**src/rtl/clint_bus_arbiter.sv**
```systemverilog
// clint_bus_arbiter: round-robin sharing of the CLINT register port between the LSU and debug requesters
module clint_bus_arbiter #(
   parameter int                    DATA_WIDTH = 64,
   parameter logic [DATA_WIDTH-1:0] CLINT_BASE = 64'h0000_0000_0200_0000,
   parameter logic [DATA_WIDTH-1:0] CLINT_MASK = 64'hFFFF_FFFF_FFFF_0000
) (
   input  logic                  clock_i,
   input  logic                  reset_i,
   input  logic                  m0_req_valid_i,
   output logic                  m0_req_ready_o,
   input  logic [DATA_WIDTH-1:0] m0_req_addr_i,
   input  logic [DATA_WIDTH-1:0] m0_req_wdata_i,
   input  logic                  m0_req_wen_i,
   output logic                  m0_rsp_valid_o,
   input  logic                  m0_rsp_ready_i,
   output logic [DATA_WIDTH-1:0] m0_rsp_rdata_o,
   output logic                  m0_rsp_err_o,
   input  logic                  m1_req_valid_i,
   output logic                  m1_req_ready_o,
   input  logic [DATA_WIDTH-1:0] m1_req_addr_i,
   input  logic [DATA_WIDTH-1:0] m1_req_wdata_i,
   input  logic                  m1_req_wen_i,
   output logic                  m1_rsp_valid_o,
   input  logic                  m1_rsp_ready_i,
   output logic [DATA_WIDTH-1:0] m1_rsp_rdata_o,
   output logic                  m1_rsp_err_o,
   output logic [DATA_WIDTH-1:0] clint_addr_o,
   output logic [DATA_WIDTH-1:0] clint_wdata_o,
   output logic                  clint_wen_o,
   output logic                  clint_sel_o,
   input  logic [DATA_WIDTH-1:0] clint_rdata_i
);
   localparam logic [1:0] IDLE  = 2'd0;
   localparam logic [1:0] ISSUE = 2'd1;
   localparam logic [1:0] WAIT  = 2'd2;
   localparam logic [1:0] RESP  = 2'd3;

   logic [1:0]            state_q, state_d;
   logic                  last_q, last_d, gnt_q, gnt_d, wen_q, wen_d, err_q, err_d;
   logic [DATA_WIDTH-1:0] addr_q, addr_d, wdata_q, wdata_d, rdata_q, rdata_d;
   logic                  gnt_c, ok;

   // grant selection, address decode and all port outputs
   always_comb begin
      gnt_c          = (m0_req_valid_i && m1_req_valid_i) ? ~last_q : m1_req_valid_i;
      ok             = ((addr_q & CLINT_MASK) == CLINT_BASE) && addr_q[2:0] == 3'd0 &&
                       (addr_q[15:0] == 16'h4000 || addr_q[15:0] == 16'hbff8);
      m0_req_ready_o = state_q == IDLE && m0_req_valid_i && !gnt_c;
      m1_req_ready_o = state_q == IDLE && m1_req_valid_i && gnt_c;
      m0_rsp_valid_o = state_q == RESP && !gnt_q;
      m1_rsp_valid_o = state_q == RESP && gnt_q;
      m0_rsp_rdata_o = m0_rsp_valid_o ? rdata_q : '0;
      m1_rsp_rdata_o = m1_rsp_valid_o ? rdata_q : '0;
      m0_rsp_err_o   = m0_rsp_valid_o && err_q;
      m1_rsp_err_o   = m1_rsp_valid_o && err_q;
      clint_sel_o    = state_q == ISSUE && ok;
      clint_wen_o    = clint_sel_o && wen_q;
      clint_addr_o   = addr_q;
      clint_wdata_o  = wdata_q;
   end

   // transaction sequencing: latch on grant, issue, capture registered read data, respond
   always_comb begin
      state_d = state_q;
      last_d  = last_q;
      gnt_d   = gnt_q;
      addr_d  = addr_q;
      wdata_d = wdata_q;
      wen_d   = wen_q;
      rdata_d = rdata_q;
      err_d   = err_q;
      case (state_q)
         IDLE: if (m0_req_valid_i || m1_req_valid_i) begin
            gnt_d   = gnt_c;
            addr_d  = gnt_c ? m1_req_addr_i : m0_req_addr_i;
            wdata_d = gnt_c ? m1_req_wdata_i : m0_req_wdata_i;
            wen_d   = gnt_c ? m1_req_wen_i : m0_req_wen_i;
            state_d = ISSUE;
         end
         ISSUE: begin
            err_d   = !ok;
            rdata_d = '0;
            state_d = ok ? WAIT : RESP;
         end
         WAIT: begin
            rdata_d = wen_q ? '0 : clint_rdata_i;
            err_d   = 1'b0;
            state_d = RESP;
         end
         RESP: if (gnt_q ? m1_rsp_ready_i : m0_rsp_ready_i) begin
            last_d  = gnt_q;
            state_d = IDLE;
         end
      endcase
   end

   // state registers; last_q resets to 1 so requester 0 wins the first tie
   always_ff @(posedge clock_i or negedge reset_i) begin
      if (!reset_i) begin
         state_q <= IDLE;
         last_q  <= 1'b1;
         gnt_q   <= 1'b0;
         addr_q  <= '0;
         wdata_q <= '0;
         wen_q   <= 1'b0;
         rdata_q <= '0;
         err_q   <= 1'b0;
      end else begin
         state_q <= state_d;
         last_q  <= last_d;
         gnt_q   <= gnt_d;
         addr_q  <= addr_d;
         wdata_q <= wdata_d;
         wen_q   <= wen_d;
         rdata_q <= rdata_d;
         err_q   <= err_d;
      end
   end
endmodule

```
**config.mk**
```make
export PLATFORM = sky130hd
export DESIGN_NAME = clint_bus_arbiter
export DESIGN_NICKNAME = d
export VERILOG_FILES = /design/src/rtl/clint_bus_arbiter.sv
export SDC_FILE = /design/constraint.sdc
export NUM_CORES = 1
export LEC_CHECK = 0
export ABC_CLOCK_PERIOD_IN_PS = 3200
export CORE_AREA = 3 3 230 232
export CTS_BUF_LIST = sky130_fd_sc_hd__clkbuf_4
export CTS_CLUSTER_SIZE = 24
export DETAILED_ROUTE_END_ITERATION = 7
export DIE_AREA = 0 0 233 235
export GPL_TIMING_DRIVEN = 0
export HOLD_SLACK_MARGIN = 0.1
export PLACE_DENSITY = 0.49
export SETUP_SLACK_MARGIN = 0.02
export SYNTH_ARGS = -nofsm -noshare
export SYNTH_HDL_FRONTEND = slang
export SYNTH_SLANG_ARGS = --single-unit
```
**constraint.sdc**
```tcl
create_clock -name clock_i -period 3.2 [get_ports clock_i]
set_input_delay 0.96 -clock clock_i [delete_from_list [all_inputs] [get_ports clock_i]]
set_output_delay 0.96 -clock clock_i [all_outputs]
set_load 0.005 [all_outputs]
```
# Word-level counts from Yosys, hierarchy flattened
# Cells that the tools add are included.
dict set report totals {
  output_inout_bits 264
  input_bits 328
  ff_bits 198
  elab_cells 55
}
dict set report op_classes {
  mux 14
  n_bitwise 1
  reduce_logical 24
  eq_ne 8
}
# operator count
set op_table {}
lappend op_table {{two-way mux 64 bit} 5}
lappend op_table {{case mux 64 bit (2 select lines)} 1}
lappend op_table {{== test 48 x 10 -> 1 bit, second input constant} 1}
lappend op_table {{== test 16 x 15 -> 1 bit, second input constant} 1}
lappend op_table {{== test 16 bit, second input constant} 1}
lappend op_table {{logical AND 1 bit} 13}
lappend op_table {{case mux 2 bit (4 select lines)} 1}
lappend op_table {{AND reduction 2 bit} 3}
lappend op_table {{== test 2 bit, second input constant} 2}
lappend op_table {{two-way mux 1 bit} 4}
lappend op_table {{two-way mux 2 bit} 2}
lappend op_table {{inequality test 2 x 1 -> 1 bit, second input constant} 2}
lappend op_table {{logical NOT 1 bit} 3}
lappend op_table {{logical NOT 3 bit} 1}
lappend op_table {{== test 2 x 1 -> 1 bit, second input constant} 1}
lappend op_table {{logical NOT 2 bit} 1}
lappend op_table {{logical OR 1 bit} 2}
lappend op_table {{case mux 1 bit (2 select lines)} 1}
lappend op_table {{nonzero test 2 bit} 1}
lappend op_table {{NOT 1 bit} 1}

# Logic depth before layout (Yosys ltp)
dict set report depth {
  depth_word 5
  mapped_depth 8
  depth_no_buf 6
}

# Worst setup path after synthesis
# No wires, ideal clock.
dict set report synth_path {
  kind {input -> output}
  start {input m1_req_valid_i}
  end {output m0_req_ready_o}
  path_stages 5
  arrival_ns 1.622
  setup_slack_ns 0.618
  path_buffers 3
  required_ns 2.240
  path_cell_list {a21boi_1 buf_4 buf_12 buf_8 nor2_1}
}
dict set report synth_between {
  elab_chain_cells 4
}
# element line_no
set synth_lines {}
lappend synth_lines {{start, declared} 18} ;# input logic m1_req_valid_i,
lappend synth_lines {{logical AND 1 bit} 45} ;# gnt_c = (m0_req_valid_i && m1_req_valid_i) ? ~last_q : m1_req_valid_i;
lappend synth_lines {{two-way mux 1 bit *} 45}
lappend synth_lines {{logical NOT 1 bit *} 48} ;# m0_req_ready_o = state_q == IDLE && m0_req_valid_i && !gnt_c;
lappend synth_lines {{logical AND 1 bit *} 48}
lappend synth_lines {{end, declared} 10} ;# output logic m0_req_ready_o,
# Mark *: on every way between the ends. The rest lies on a longest branch, timed or not.

# Worst setup path after layout
dict set report layout_path {
  start {register state_q[0]}
  end {output m0_rsp_rdata_o[25]}
}
dict set report layout_between {
  elab_chain_cells 3
}
# element line_no
set layout_lines {}
lappend layout_lines {{start, declared} 38} ;# logic [1:0] state_q, state_d;
lappend layout_lines {{start signal, assigned} 109} ;# state_q <= state_d;
lappend layout_lines {{== test 2 bit} 50} ;# m0_rsp_valid_o = state_q == RESP && !gnt_q;
lappend layout_lines {{logical AND 1 bit} 50}
lappend layout_lines {{two-way mux 64 bit} 52} ;# m0_rsp_rdata_o = m0_rsp_valid_o ? rdata_q : '0;
lappend layout_lines {{end, declared} 16} ;# output logic [DATA_WIDTH-1:0] m0_rsp_rdata_o,
# Every way passes these cells.

==> impl_metrics.yaml <==
synthesis:
  ys_seq_elements: 198
  ys_top_cells_by_area: "dfrtp_1 (50%), mux2i_1 (13%), o21ai_1 (9.6%)"
  synth_nets: 1382
  synth_cells: 1050
  ys_warn_count: 0
  syn_avg_cell_area_um2: 9.40
  yosysSeqAreaShare_pct: 50.2
  yosysTopAreaCellShare_pct: 49.9
  synth_top_area_cell: "dfrtp_1"
  yosysUniqueCellTypes: 32
  syn_area_um2: 9870
run_status:
  outcome: "finished, violations left"
  violations: "negative setup slack"
timing:
  min_period_ps: 3440
  whs_ps: 201
  relSlewSlack_pct: 42.9
  fin_worst_skew_ps: 24.4
  drv_slew: 0
  rsz0062_at_grt: "yes"
  hold_viol: 0
  timing.final.crit_share_pct: 108
  fin_ws_ps: -245
  setup_violations: 50
  clock.fmax_mhz: 290
  worstMarginPinSlew_ps: 857
layout:
  num-nets-final: 2048
  syn_to_final_growth_pct: 80.8
  fill_cells: 5341
  final_util_pct: 34.9
  drive_gt1_share_pct: 19.5
floorplan:
  die_width_um: 233
  start_util_pct: 19.3
  dieArea_um2: 54800
  ios: 592
  core_area_um2: 51200
  die_h_um: 235
  rows: 83
grt:
  grt_pass1_vias: 10600
  grt_max_degree: 101
  grt_usage_pct: 17.2
  grt_first_pass_wirelength_um: 69300
  grt_overflow: 0
  antenna_found_initial: 8
drt:
  drc_errors: 0
  drtIter0Drc: 326
  dr.pass1.iters: 4
  post_drt_wl_per_cell_um: 20.3
  postRouteWirelength_um: 49000
  final_antenna_net_count: 0
  vias: 10100
  via_per_inst: 4.16
pwr:
  peakVddDrop_uv: 252
  leakage_nw: 8.48
  power_mw: 13.6
  power.density_nw_per_um2: 762
clock_network:
  root_buffer: "clkbuf_4"
  cts_tree: "yes"
  cts_max_path_buffers: 2
  cts_buffers: 17
  hold_buffers: 0
  clkSlewWorstSetupHoldPaths_ps: 180
  cts.sinks: 198
  htree_levels: 4
  insertion_delay_ps: 740
placement:
  place.gp.congestion: 0.849
  dp.final_hpwl_um: 38500
  numPortBuffers: 591
hold_path:
  min_path_type: "input port to async pin"
setup_path:
  critPathLaunchType: "register"
  slowest_stage: "dfrtp_2"
  cp_common_cell: "buf_6"
  max_stage_delay_ps: 460
  path_class: "register to primary output"
  cp-end-kind: "primary output"
  crit_required_ps: 2240
  worstPathArrival_ps: 2480
  worstPathCellList: "ha_4, nor2b_4, buf_6, buf_6, buf_6, clkbuf_16, buf_8, buf_6, and2_4, buf_6"
  critPathMaxFanout: 5
job:
  max_cap_violations: 0
==> final cells by class <==
type | count | area [µm²] | area share [%]
multi-input combinational | 709 | 4540 | 25.4
antenna | 7 | 17.5 | 0.0981
sequential | 198 | 4960 | 27.8
clock buffer | 19 | 143 | 0.799
timing repair buffer | 650 | 6360 | 35.6
inverter | 66 | 248 | 1.39
buffer | 74 | 607 | 3.40
tap | 680 | 851 | 4.77
clock inverter | 13 | 123 | 0.687
==> placed cells by master (no fill, tap or decap), types with 17 or more instances in the layout <==
| master | netlist | routed |
|---|---|---|
| clkdlybuf4s50_1 | 0 | 452 |
| nand2_1 | 199 | 199 |
| dfrtp_1 | 197 | 190 |
| o21ai_1 | 189 | 189 |
| mux2i_1 | 130 | 130 |
| inv_1 | 66 | 65 |
| buf_6 | 0 | 59 |
| clkbuf_2 | 0 | 51 |
| and3_1 | 66 | 48 |
| and2_4 | 0 | 43 |
| buf_2 | 19 | 42 |
| buf_4 | 11 | 31 |
| and2_1 | 69 | 26 |
| dlymetal6s2s_1 | 0 | 25 |
| clkbuf_1 | 37 | 21 |
| clkbuf_4 | 0 | 20 |
| and3_4 | 0 | 18 |
| buf_8 | 9 | 17 |
==> metrics by stage <==
stage | cell area [µm²] | cells | TNS, ps | setup slack [ps]
after CTS | 17300 | 2370 | -34320 | -448
after global placement | 16600 | 2321 | -1571990 | -7870
final | 17800 | 2416 | -4580 | -245
after floorplan | 9870 | 1050 | 0 | 618
after detailed placement | 16700 | 2322 | -24340 | -728
after global routing | 17800 | 2414 | -14530 | -434
==> critical path, delay by kind of cell, from the launching register on <==
| kind | cells | cell delay, ps |
|---|---|---|
| fa+ha+maj | 1 | 190 |
| buf+inv | 7 | 790 |
| flops | 1 | 460 |
| simple gates | 2 | 300 |
==> final timing paths <==
path                                  start                  to  slack [ps]  cells past startpoint
setup / recovery                 state_q[0]  m0_rsp_rdata_o[25]        -240                     10
hold / removal                      reset_i         rdata_q[10]         200                      1
setup reg to reg                 state_q[0]     clint_addr_o[8]        1020                      9
hold reg to reg            clint_wdata_o[7]    clint_wdata_o[7]         500                      2
max in group asynchronous           reset_i    clint_addr_o[58]        1940                      2
min in group clock_i       clint_wdata_o[7]    clint_wdata_o[7]         500                      2
==> per-layer routing <==
metal / wire length (µm) / track usage (%) / up-vias
met3: 4090 / 5.97 / 50
li1: - / - / 4854
met5: 0 / 0 / -
met2: 25000 / 31.0 / 420
met4: 1140 / 5.97 / 0
met1: 18800 / 18.6 / 4727
==> what timing repair did <==
| item | 4_1_cts | 5_1_grt |
|---|---|---|
| cloned | 3 | 7 |
| gates resized for setup | 214 | 334 |
| endpoints found under the setup margin | 136 | 128 |
| buffers inserted | 14 | 35 |
| hold endpoints to repair | 0 | 0 |
| pin swaps | 6 | 6 |
==> cells by family after synthesis <==
logic type / count (synthesis) / share of synthesized area (%)
flip-flops: 198 / 50.2
AND/OR/NAND/NOR: 368 / 18.2
AO/OA/AOI/OAI: 207 / 10.7
buffers and inverters: 143 / 7.29
multiplexers: 130 / 13.2
adder cells (fa/ha/maj): 4 / 0.507
==> cell usage after synthesis <==
library cell    n
a21boi_1        1
nor4_1         12
nor2_2          1
clkbuf_1       37
o21ai_2         1
nor2_1          7
o21ai_0         6
buf_12          1
mux2i_1       130
a21oi_2         1
dfrtp_1       197
o22ai_1         1
inv_1          66
o21ai_1       189
nor4b_1         2
and3_1         66
a21oi_1         6
nand2_1       199
nand4_1         5
ha_1            4
and2_1         69
buf_2          19
nor2b_1         1
nor3_1          3
dfstp_2         1
and4_1          1
a21o_1          1
and4b_1         1
buf_4          11
o31ai_1         1
nand3_1         1
buf_8           9
==> report_power, final <==
group,internal [mW],switching (mW)
Clock,0.414,0.999
Combinational,3.94,3.53
Sequential,3.67,1.04
Total,8.03,5.57
==> sequential cells by signal, indices dropped and copies added, names as in the netlist <==
name	cells
clint_addr_o	64
clint_wdata_o	64
err_q	1
gnt_q	1
last_q	1
rdata_q	64
state_q	2
wen_q	1
(Power assumes the default switching activity.)
==> RTL change 1: new RTL, config.mk and constraints unchanged <==
Make the reset (`reset_i`) synchronous in one clocked block.
--- a/src/rtl/clint_bus_arbiter.sv
+++ b/src/rtl/clint_bus_arbiter.sv
@@ -97,3 +97,3 @@
    // state registers; last_q resets to 1 so requester 0 wins the first tie
-   always_ff @(posedge clock_i or negedge reset_i) begin
+   always_ff @(posedge clock_i) begin
       if (!reset_i) begin
Function: differs if reset_i is asserted again (counterexample within 4 cycles, from zero or initial values and one cycle with reset_i low); with reset_i held inactive, the same outputs for 4 cycles.
==> RTL change 1 against the original RTL <==
The flow still finishes with violations (negative setup slack). Non-clock buffer count increased by 7. Clock skew is 0.0070 ns lower. Area after synthesis decreased by 0.20%. Critical path depth is 5 lower. Die area unchanged. Wire length grew 7.3%. Sequential power shrank 21%. Setup slack improved by 0.062 ns. Sequential cell count unchanged. Design area rose by 0.23%. Count of clock-buffer cells in the layout is 1 lower. Power down 23%. Worst hold slack gained 0.32 ns. Largest cell class unchanged.
==> RTL change 1: results (changes against the original RTL) <==
| Metric | Value |
|---|---|
| Worst path setup slack after routing | -0.183 ns (+0.0619 ns) |
| Synthesized-area fraction occupied by ao, oa, aoi and oai cells | 17.4% (+6.8 points) |
| Worst-case vdd ir drop | 0.000278 V (+10%) |
| Internal reg-to-reg setup slack | 0.77 ns (-0.25 ns) |
| Top cells by instance count after synthesis | sky130_fd_sc_hd__dfxtp_1 (198), sky130_fd_sc_hd__nand2_1 (135), sky130_fd_sc_hd__nor2b_1 (133) |
| Post-CTS setup buffer count | 33 (+19) |
| Antenna violations before repair | 13 (+5) |
| Launching element of the worst setup path | clint_addr_o[63]$_SDFFE_PN0P_ |
| First-pass iteration count of the detailed router | 5 (+1) |
| Detailed route wirelength on metal2 | 27.5 mm (+10%) |
| Largest net degree at the start of global routing | 18 (-82%) |
| Wire length per cell after detailed routing | 21.7 um (+6.8%) |
| Per-cell via count in the routed design | 4.35 (+4.6%) |
| Global-route wire length before repair | 74.1 mm (+7.0%) |
| Quantity of I/O buffers inserted on ports | 590 (-0.17%) |
| Met3 Routed Length | 5.43 mm (+33%) |
| Proportion of register bits with asynchronous set or reset after synthesis | 0% (-100 points) |
| Origin of the critical flop-to-flop path | state_q[1]$_SDFFE_PN0P_ |
| Syn nets | 1,407 (+1.8%) |
| Switching part of the total power | 39.3% (-1.7 points) |
| Dominant synthesized flop cell | sky130_fd_sc_hd__dfxtp_1 |
| Mux cell area share after synthesis | 13.3% (+0.13 points) |
| Relative contribution of sequential cells to total power | 35.5% (+0.9 points) |
| Cell leakage power | 8.31 nW (-2.0%) |
| Wire length the detailed router placed on met1 | 18.3 mm (-2.5%) |
| GRT met3 Usage | 7.81% (+1.8 points) |
| Critical path's top delay family | simple AND/OR/NAND/NOR gates |
| Global-route track usage on met2 | 34.9% (+3.9 points) |
| Worst flop-to-flop path endpoint | rdata_q[49]$_SDFFE_PN0P_ |
| PostCTS Resize Cnt | 689 (+220%) |
| Violations in the final reports | negative setup slack |
| Worst hold path type | reg2reg |
| Layout cells sized above 1 | 18.0% (-1.6 points) |
| Cell types with the largest area share after synthesis | sky130_fd_sc_hd__dfxtp_1 (40%), sky130_fd_sc_hd__mux2i_1 (13%), sky130_fd_sc_hd__o211a_1 (13%) |
| Capturing instance or port of the critical path | clint_wen_o |
| Total routing usage reported by global routing | 18.6% (+1.4 points) |
| Post-detail-place hpwl | 42.4 mm (+10%) |
| Max Used Layer | met5 |
| Outcome | complete, but fails checks |
| Final setup vio count | 2 (-96%) |
## RTL change 1: cell type report
cell class | count | area, um^2
buffer | 101 | 724
timing repair buffer | 630 | 6210
multi-input combinational | 773 | 5760
fill | 5331 | 33300
clock buffer | 18 | 135
sequential | 198 | 4000
clock inverter | 14 | 175
inverter | 2 | 7.51
tap | 680 | 851
antenna | 10 | 25.0
## RTL change 1: through the flow
| stage | area [um^2] | std cells | utilization [%] | setup slack [ns] |
|---|---|---|---|---|
| 6_report | 17900 | 2426 | 34.9 | -0.183 |
| 5_1_grt | 17900 | 2424 | 34.9 | -0.383 |
| 4_1_cts | 17900 | 2417 | 34.9 | -0.408 |
| 3_5_place_dp | 16600 | 2345 | 32.4 | -1.51 |
| 3_3_place_gp | 16600 | 2345 | 32.4 | -1.57 |
| 2_1_floorplan | 9850 | 1075 | - | 0.457 |
==> RTL change 2: new RTL, same settings <==
Without the edit above. `wdata_q` no longer has a reset.
--- a/src/rtl/clint_bus_arbiter.sv
+++ b/src/rtl/clint_bus_arbiter.sv
@@ -103,3 +103,2 @@
          addr_q  <= '0;
-         wdata_q <= '0;
          wen_q   <= 1'b0;
@@ -112,3 +111,2 @@
          addr_q  <= addr_d;
-         wdata_q <= wdata_d;
          wen_q   <= wen_d;
@@ -118,2 +116,6 @@
    end
+
+   always_ff @(posedge clock_i) begin
+      wdata_q <= wdata_d;
+   end
 endmodule
Check against the original RTL: not equivalent (Yosys sat finds a counterexample within 4 cycles, from zero or initial values and one cycle with reset_i low).
==> RTL change 2 against the original RTL <==
The run still ends with negative setup slack left. Via count shrank 7.1%. Power is 5.9% lower. Die area unchanged. Highest routed layer is now met5. Count of clock-buffer cells in the layout up 1. Setup slack improved by 0.0081 ns. Combinational power down 11%. Synthesized cell count shrank 14%. Clock skew rose by 0.0013 ns. Area after synthesis shrank 3.0%. Wire length is 4.5% lower. Design area increased by 2.2%. Sequential cell count unchanged. Critical path type unchanged.
==> RTL change 2: results (changes against the original RTL) <==
| Metric | Value |
|---|---|
| Final total negative setup slack | -2.37 ns (+2.21 ns) |
| Share of the yosys chip area belonging to registers | 55.1% (+4.9 points) |
| Final setup vio count | 43 (-14%) |
| Longest individual stage delay on the worst path | 0.45 ns |
| Worst path setup slack after routing | -0.237 ns (+0.00812 ns) |
| Worst-case vdd ir drop | 0.000255 V (+1.1%) |
| Post-Syn Instances | 908 (-14%) |
| Worst slew margin relative to its limit | 41.4% (-1.5 points) |
| Post-detail-place hpwl | 36.7 mm (-4.5%) |
| Hold buffer count at cts | 1 (+1) |
| Per-cell via count in the routed design | 4.09 (-1.7%) |
| Proportion of register bits with asynchronous set or reset after synthesis | 67.7% (-32 points) |
| Total via count after detailed routing | 9,333 (-7.1%) |
| Global-route track usage on met1 | 17.7% (-0.94 points) |
| Total routing usage reported by global routing | 16.7% (-0.49 points) |
| GRT met3 Usage | 5.88% (-0.085 points) |
| Critical Path Fanout Max | 4 (-1) |
| Layout cells sized above 1 | 29.5% (+10 points) |
| Worst hold path type | reg2reg |
| Antenna violations before repair | 5 (-3) |
| Synth cell types | 34 (+6.3%) |
| Via count of the first global-routing pass | 10,000 (-5.6%) |
| Outcome | complete, but fails checks |
| Global-route wire length before repair | 66.7 mm (-3.7%) |
| Largest net degree at the start of global routing | 84 (-17%) |
| Syn nets | 1,240 (-10%) |
| Gpl congestion | 0.821 (-3.3%) |
| Global-route track usage on met2 | 30.3% (-0.66 points) |
| Violations in the final reports | negative setup slack |
| Clock slew at reported path FFs | 0.16 ns (-0.02 ns) |
| Cell leakage power | 7.76 nW (-8.5%) |
| PostCTS Resize Cnt | 703 (+230%) |
| Area of placed instances | 16,400 um^2 (-1.8%) |
| # nets final | 1,913 (-6.6%) |
| Cell types with the largest area share after synthesis | sky130_fd_sc_hd__dfrtp_1 (35%), sky130_fd_sc_hd__edfxtp_1 (20%), sky130_fd_sc_hd__mux2_2 (7.5%) |
| Internal power consumption | 7.88 mW (-1.9%) |
| Critical path's top delay family | simple AND/OR/NAND/NOR gates |
| Post-synth EDFFs | 64 (+64) |
| Placed Cells incl. Taps | 2,180 (-6.1%) |
| Slowest CP cell | sky130_fd_sc_hd__dfrtp_1 |
| Insertion delay of the later-clocked pin in the worst-skew pair | 0.73 ns |
| Post-CTS setup buffer count | 48 (+34) |
| Largest clock skew in the final design | 0.0257 ns (+0.00128 ns) |
| Final wirelength | 46.8 mm (-4.5%) |
| DP Worst Slack | -0.813 ns (-0.0856 ns) |
| Detailed router's first-iteration violation count | 309 (-5.2%) |
| Top cells by instance count after synthesis | sky130_fd_sc_hd__nand2_1 (135), sky130_fd_sc_hd__dfrtp_1 (133), sky130_fd_sc_hd__and2_1 (69) |
RTL change 2: layer usage:
metal / vias to the layer above / part of all wire, %
met3: 65 / 7.9
met5: - / 0.049
met1: 4419 / 37
li1: 4466 / -
met2: 379 / 52
met4: 4 / 2.8
RTL change 2: cell families (layout without fill, tap and decap cells):
logic type / count (synthesis) / count (layout) / share of synthesized area [%]
muxes: 130 / 130 / 14.4
DFF: 198 / 198 / 55.1
other: 0 / 9 / 0
AOI/OAI and AO/OA: 143 / 143 / 7.69
adders and majority gates: 4 / 4 / 0.522
buffers and inverters: 129 / 815 / 6.06
and+or+nand+nor: 304 / 304 / 16.2
RTL change 2: power by group through the flow:
stage,Sequential (mW),Clock (mW),Combinational [mW]
floorplan,4.31,0,2.08
global placement,4.54,0,5.13
detailed placement,4.56,0,5.15
CTS,4.54,1.64,6.53
global route,4.71,1.72,7.28
finish,4.58,1.54,6.67
RTL change 2: path summary, 6_finish.rpt:
path	from	cells after the start	endpoint	slack, ns
setup / recovery	clint_addr_o[9]$_DFFE_PN0P_	7	clint_wen_o	-0.24
hold / removal	clint_addr_o[62]$_DFFE_PN0P_	2	clint_addr_o[62]$_DFFE_PN0P_	0.55
setup reg to reg	state_q[0]$_DFFE_PN0P_	7	clint_wdata_o[9]$_DFFE_PP_	0.53
hold reg to reg	clint_addr_o[62]$_DFFE_PN0P_	2	clint_addr_o[62]$_DFFE_PN0P_	0.55
max in group asynchronous	reset_i	3	clint_addr_o[27]$_DFFE_PN0P_	1.59
min in group asynchronous	reset_i	2	rdata_q[18]$_DFFE_PN0P_	0.73
RTL change 2: cell type report:
cell class	count	area (um^2)
diodes	9	22.5
plain buffers	59	546
clock buffers	20	150
clock inverters	12	150
fillers	5264	33000
inverters	67	254
multi-input cells	581	4230
flip-flops and latches	198	5280
well taps	680	851
repair buffers	657	6760
